==> src/rtl/shift_arbiter_32b.sv <==
// shift_arbiter_32b: round-robin sequencer sharing one right barrel shifter for SRL/SRA/SLL; optional macro SHIFT_ARB_ZERO_BYPASS_EN skips EXEC for shamt=0 or illegal ops

module barrel_shifter_right_32b (
  input  logic [31:0] data,
  input  logic [4:0]  cntrl,
  input  logic        arith,
  output logic [31:0] result
);
  logic        fill;
  logic [31:0] stage [6];
  assign fill = arith & data[31];
  assign stage[0] = data;
  for (genvar i = 0; i < 5; i++) begin : g_stage
    localparam int K = 1 << i;
    assign stage[i+1] = cntrl[i] ? {{K{fill}}, stage[i][31:K]} : stage[i];
  end
  assign result = stage[5];
endmodule

module shift_arbiter_32b #(
  parameter bit PRIO_INIT = 1'b0
) (
  input  logic        clk,
  input  logic        rst,
  input  logic [1:0]  req_valid,
  output logic [1:0]  req_ready,
  input  logic [1:0]  req0_op,
  input  logic [31:0] req0_data,
  input  logic [4:0]  req0_shamt,
  input  logic [1:0]  req1_op,
  input  logic [31:0] req1_data,
  input  logic [4:0]  req1_shamt,
  output logic        resp_valid,
  input  logic        resp_ready,
  output logic [31:0] resp_data,
  output logic        resp_id,
  output logic        resp_err
);
  typedef enum logic [1:0] {IDLE, EXEC, RESP} state_t;
  state_t      state, state_nxt;
  logic        prio;
  logic [1:0]  op;
  logic [31:0] data;
  logic [4:0]  shamt;
  logic        id;
  logic [1:0]  grant;
  logic        take, gid, byp;
  logic [1:0]  sel_op;
  logic [31:0] sel_data;
  logic [4:0]  sel_shamt;
  logic [31:0] sh_in, sh_out, result;
  barrel_shifter_right_32b u_shift (
    .data   (sh_in),
    .cntrl  (shamt),
    .arith  (op == 2'b01),
    .result (sh_out)
  );
  // SLL reuses the right shifter by reversing bits on the way in and out
  assign sh_in  = (op == 2'b10) ? {<<{data}} : data;
  assign result = (op == 2'b11) ? data : (op == 2'b10) ? {<<{sh_out}} : sh_out;
  assign take      = |grant;
  assign gid       = grant[1];
  assign sel_op    = gid ? req1_op : req0_op;
  assign sel_data  = gid ? req1_data : req0_data;
  assign sel_shamt = gid ? req1_shamt : req0_shamt;
`ifdef SHIFT_ARB_ZERO_BYPASS_EN
  assign byp = (sel_shamt == 5'd0) || (sel_op == 2'b11);
`else
  assign byp = 1'b0;
`endif
  assign req_ready  = grant;
  assign resp_valid = (state == RESP);
  // Arbitration in IDLE: lone requester wins, contention goes to prio
  always_comb begin
    grant = 2'b00;
    if (state == IDLE && !rst)
      grant = (req_valid == 2'b11) ? (prio ? 2'b10 : 2'b01) : req_valid;
  end
  // Next-state logic
  always_comb begin
    state_nxt = state;
    if (state == IDLE)      state_nxt = take ? (byp ? RESP : EXEC) : IDLE;
    else if (state == EXEC) state_nxt = RESP;
    else if (state == RESP) state_nxt = resp_ready ? IDLE : RESP;
  end
  // State register
  always_ff @(posedge clk) begin
    if (rst) state <= IDLE;
    else     state <= state_nxt;
  end
  // Request latch, round-robin pointer and registered response
  always_ff @(posedge clk) begin
    if (rst) begin
      prio      <= PRIO_INIT;
      op        <= 2'b00;
      data      <= 32'd0;
      shamt     <= 5'd0;
      id        <= 1'b0;
      resp_data <= 32'd0;
      resp_id   <= 1'b0;
      resp_err  <= 1'b0;
    end else if (take) begin
      prio  <= ~gid;
      op    <= sel_op;
      data  <= sel_data;
      shamt <= sel_shamt;
      id    <= gid;
      if (byp) begin
        resp_data <= sel_data;
        resp_id   <= gid;
        resp_err  <= (sel_op == 2'b11);
      end
    end else if (state == EXEC) begin
      resp_data <= result;
      resp_id   <= id;
      resp_err  <= (op == 2'b11);
    end
  end
endmodule

==> config.mk <==
export PLATFORM = sky130hd
export DESIGN_NAME = shift_arbiter_32b
export DESIGN_NICKNAME = d
export VERILOG_FILES = /design/src/rtl/shift_arbiter_32b.sv
export SDC_FILE = /design/constraint.sdc
export NUM_CORES = 1
export LEC_CHECK = 0
export ABC_CLOCK_PERIOD_IN_PS = 3000
export BUFFER_PORTS_ARGS = -buffer_cell sky130_fd_sc_hd__buf_2
export CAP_MARGIN = 20
export CORE_ASPECT_RATIO = 0.9
export CORE_UTILIZATION = 55
export CTS_CLUSTER_DIAMETER = 200
export DETAILED_ROUTE_END_ITERATION = 6
export PLACE_DENSITY = 0.8
export SLEW_MARGIN = 20
export SYNTH_ARGS = -nofsm -noshare
export SYNTH_HDL_FRONTEND = slang
export SYNTH_SLANG_ARGS = --single-unit
export TNS_END_PERCENT = 100
==> constraint.sdc <==
create_clock -name clk -period 3 [get_ports clk]
set_input_delay 0 -clock clk [delete_from_list [all_inputs] [get_ports clk]]
set_output_delay 0 -clock clk [all_outputs]
set_load 0.02 [all_outputs]
## Yosys cells after proc, flatten, opt, wreduce, memory -nomap -nowiden

Index checks and enable logic that the tools add are counted.

- Output and inout port bits: 37
- Register bits: 77
- Input bits: 83
- Logic and storage cells: 43

- Mux-type cells: 19
- Equality and inequality tests: 6
- Bitwise operators: 3
- Reduce and logical (&&, ||, !) cells: 6

Operators with widths:

| kind | count |
|---|---|
| two-way mux 32 bit | 9 |
| two-way mux 2 bit | 8 |
| == test 2 bit, second input constant | 4 |
| two-way mux 5 bit | 1 |
| == test 2 x 1 -> 1 bit, second input constant | 2 |
| nonzero test 3 bit | 1 |
| zero test 2 bit | 1 |
| inverter 1 bit | 2 |
| AND reduction 2 bit | 1 |
| OR reduction 2 bit | 1 |
| bitwise AND 1 bit | 1 |
| logical AND 1 bit | 1 |
| zero test 1 bit | 1 |
| two-way mux 1 bit | 1 |

## Depth between registers and ports, before layout

- Word-level depth: 10
- Depth in mapped cells: 10
- Depth with buffers taken out: 7

## Modules after synthesis

From an unflattened synthesis, not the netlist that was laid out.

- Cell total of the unflattened synthesis: 701
- Area, all modules: 6,288.5 um^2

By module, submodules not included:

| module | area an instance (um^2) | times used | seq. area each (um^2) | cells each |
|---|---|---|---|---|
| shift_arbiter_32b | 4,021.4 | 1 | 1,541.5 | 459 |
| barrel_shifter_right_32b | 2,267.2 | 1 | 0.0 | 242 |

## Worst setup path after synthesis

Ideal clock, no wire load.

- Kind: register to register
- Start: register shamt[1]
- End: register resp_data[0]
- Path slack: 574 ps
- Data arrival time: 2,304 ps
- Stages on the path, launching flop included: 10
- Path buffers: 3
- Period minus slack after synthesis: 2,426 ps
- Data required time: 2,878 ps
- Library setup time: 122 ps
- Path through: dfxtp_1 > buf_6 > inv_6 > buf_12 > buf_8 > mux4_2 > mux4_2 > mux2i_4 > a22oi_2 > a221o_1

- Cells in the longest elaborated chain, start to end: 6

RTL lines:

| what | RTL line | RTL |
|---|---|---|
| start: declaration | 44 | `logic [4:0] shamt;` |
| start signal: assignment | 106 | `shamt <= sel_shamt;` |
| two-way mux 32 bit (4 in series) | 15 | `assign stage[i+1] = cntrl[i] ? {{K{fill}}, stage[i][31:K]} : stage[i];` |
| two-way mux 32 bit (2 in series) | 60 | `assign result = (op == 2'b11) ? data : (op == 2'b10) ? {<<{sh_out}} : sh_out;` |
| end signal: assignment | 109 | `resp_data <= sel_data;` |
| end signal: assignment | 114 | `resp_data <= result;` |
| end: declaration | 35 | `output logic [31:0] resp_data,` |

No other way between the ends.
A chain may end at the register's enable or synchronous reset.

## Final worst setup path

- Start: register state[1]
- End: register data[19]

- Cells in the longest elaborated chain, start to end: 4
- Elaborated cells between the ends (all ways): 5
- Classes of those cells: mux: 2; reduce/logical: 3

RTL lines:

| what | RTL line | RTL |
|---|---|---|
| start: declaration | 40 | `state_t state, state_nxt;` |
| start signal: assignment | 89 | `else state <= state_nxt;` |
| zero test 2 bit (*) | 76 | `if (state == IDLE && !rst)` |
| logical AND 1 bit (*) | 76 |  |
| two-way mux 2 bit (*) | 76 |  |
| two-way mux 32 bit / OR reduction 2 bit (equally long branches) | 64, 61 |  |
| end signal: assignment | 105 | `data <= sel_data;` |
| end: declaration | 43 | `logic [31:0] data;` |

Mark *: on every way between the ends. The rest lies on a longest branch, timed or not.

==> run_results.csv <==
group,metric,value,unit
grt,grt_overflow,0,
timing,worst_pin_slew,934,ps
power,p_leak,0.00303,uW
floorplanning,num_rows,35,
clocking,cts.sinks,77,
routing,first_pass_iters,7,
timing,max_clock_freq,0.336,GHz
worst_hold_path,hp-class,"input port to register",
floorplanning,start_util,57.7,%
place,portBuffers,119,
timing,finalCritPeriodShare,99.1,%
floorplanning,io_pins,120,
cells_and_area,layout_common_cells,"119 x buf_2, 107 x nand2_1, 84 x a21oi_1",
cells_and_area,final_layout_size_suffix_gt1_share,25.5,%
clocking,cts_setup_buffers,0,
critical_path,r2r_slack,30,ps
logic_synthesis,ys_warn_count,0,
routing,drt_iter0_markers,1604,
cells_and_area,n_fill_cell,680,
logic_synthesis,syn_avg_cell_area,8.31,um^2
power,ir_drop,0.000363,V
logic_synthesis,ys_ff_latch,77,
status,violations,"DRC",
logic_synthesis,syn-cell-area,0.00604,mm^2
logic_synthesis,synth_flop_cell,"dfxtp_1",
routing,wl,29.7,mm
floorplanning,die_x,112,um
critical_path,cp_max_fo,19,
run,maxCapViolCount,0,
routing,num_vias,7975,
critical_path,end_kind,"register",
grt,grt_antenna_before_repair,1,
clocking,cts_made_buffers,9,
grt,grt_max_degree,46,
critical_path,slowest_stage,"a211oi_4",
cells_and_area,final_common_cell,"buf_2",
cells_and_area,nets,989,
routing,drc_errors,46,
grt,grt_pass1_vias,7740,
critical_path,worstSetupStartpoint,"state[1]",
clocking,clockBufferDepth,2,
cells_and_area,antenna_cells,0,
timing,rsz0062_at_grt,"false",
floorplanning,core_region_area,0.0105,mm^2
timing,relSlewSlack,37.5,%
place,dp_hpwl,18.1,mm
timing,finalCriticalPeriod,2970,ps
worst_hold_path,min_from,"req1_data[15]",
critical_path,crit_required,3250,ps
timing,worst_slack,27.4,ps
critical_path,worstPathArrival,3220,ps
timing,tns,0,ps
logic_synthesis,yosysSeqAreaShare,25.5,%
timing,final-hold-violation-count,0,
clocking,clkTransAtPathRegs,80,ps
power,p_per_area,482,mW/mm^2
place,place_ws,262,ps
clocking,cts_tree,"yes",
critical_path,reg2reg_from,"state[1]",
critical_path,crit_chain,"nor2_1 > nand2_1 > a211oi_4 > buf_4 > a22oi_1 > dlygate4sd3_1 > a21oi_1",
timing,setup_viol,0,
logic_synthesis,ys_types,72,
floorplanning,die_area,0.0114,mm^2
floorplanning,die_height,101,um
grt,grt_use_total,53.3,%
routing,post_drt_wl_per_cell,28.6,um
cells_and_area,syn_to_final_growth,30.4,%
grt,grt_pass1_wl,45.1,mm
timing,hold_ws,20.0,ps
logic_synthesis,synthArstFlopShare,0,%
clocking,clockRootBuffer,"clkbuf_16",
status,outcome,"complete, but fails checks",
logic_synthesis,synth_edf_count,0,
critical_path,max_stage_delay,770,ps
place,gp_congestion,1.13,
critical_path,worst_setup_path_start_kind,"register",
logic_synthesis,syn_nets,810,
critical_path,criticalPathCategory,"register to register",
logic_synthesis,synthCells,727,
timing,final-max-slew-violation-count,0,
routing,ant_nets,0,
timing,clock_skew,18.4,ps
clocking,htreeDepth,3,
routing,vias_per_cell,7.68,
clocking,clk_latency,350,ps
[final cells by class]
cell class	count	area [um^2]	area share (%)
multi-input cells	569	4130	52.4
flip-flops and latches	77	1540	19.6
repair buffers	239	1710	21.7
inverters	10	42.5	0.540
clock inverters	6	72.6	0.921
well taps	129	161	2.05
clock buffers	9	225	2.86
[kinds of logic (layout without fill, tap and decap cells)]
| family | count (synthesis) | count (layout) | share of synthesized area (%) |
|---|---|---|---|
| multiplexers | 66 | 66 | 20.7 |
| AND/OR/NAND/NOR | 238 | 238 | 17.6 |
| flip-flops | 77 | 77 | 25.5 |
| buffers and inverters | 81 | 264 | 6.52 |
| AO/OA/AOI/OAI | 265 | 265 | 29.7 |
[synthesized netlist by cell type (all sizes together), types with 6 or more instances]
cell type	n	area share (%)
o221ai	7	1.0
nor2	56	3.5
o22ai	18	1.9
mux2i	19	3.4
nand2	107	6.6
dfxtp	77	26
nor3	9	0.75
a211oi	6	0.75
a22oi	47	5.9
o21ai	25	2.1
a2111oi	6	1.2
nand2b	7	0.72
a31oi	10	1.0
clkbuf	41	2.5
or3	6	0.62
o31ai	9	1.1
inv	7	0.52
buf	30	3.3
nor4	7	0.72
mux4	43	17
nand3	21	1.7
a21oi	84	7.0
[sequential cells by signal, indices dropped and copies added, names as in the netlist]
signal     flops
prio           1
resp_id        1
resp_data     32
op             2
state          2
shamt          5
id             1
resp_err       1
data          32
[power breakdown]
| part | internal, uW | leakage (uW) | switching [uW] | total, uW |
|---|---|---|---|---|
| combinational | 568 | 0.00227 | 848 | 1420 |
| sequential | 1110 | 0.000629 | 137 | 1250 |
| clock | 649 | 0.000136 | 489 | 1140 |
[per-stage QoR]
stage / total power, uW / area (um^2) / std cells / utilization, %
2_1_floorplan: 2010 / 6040 / 727 / -
3_3_place_gp: 2440 / 6830 / 949 / 65.3
3_5_place_dp: 2460 / 6830 / 949 / 65.3
4_1_cts: 3640 / 7880 / 1039 / 75.3
5_1_grt: 3880 / 7880 / 1039 / 75.3
6_report: 3800 / 7880 / 1039 / 75.3
[repair_timing]
item | in CTS | in global routing
hold buffers | 75 | 0
hold endpoints to repair | 40 | 0
resized for setup | 0 | 0
endpoints found under the setup margin | 0 | 0
[worst paths after layout]
check,cells after the start,to
worst max-delay path,7,data[19]
worst min-delay path,3,data[15]
worst max register to register,7,data[19]
worst min register to register,2,resp_err
[metal layers]
metal / wire, um / vias up / GRT usage (%)
li1: - / 3165 / -
met5: 34 / - / 0.833
met1: 9780 / 3577 / 61.7
met2: 12100 / 940 / 80.4
met4: 3010 / 2 / 42.5
met3: 4790 / 291 / 19.7
[worst max-delay path: cells and delay by family (launching register included)]
family / cells / cell delay, ps
AO/OA/AOI/OAI: 3 / 1080
flip-flops: 1 / 370
AND/OR/NAND/NOR: 2 / 510
buffers and inverters: 2 / 900
Note: power is estimated with default switching activity, not from simulation.
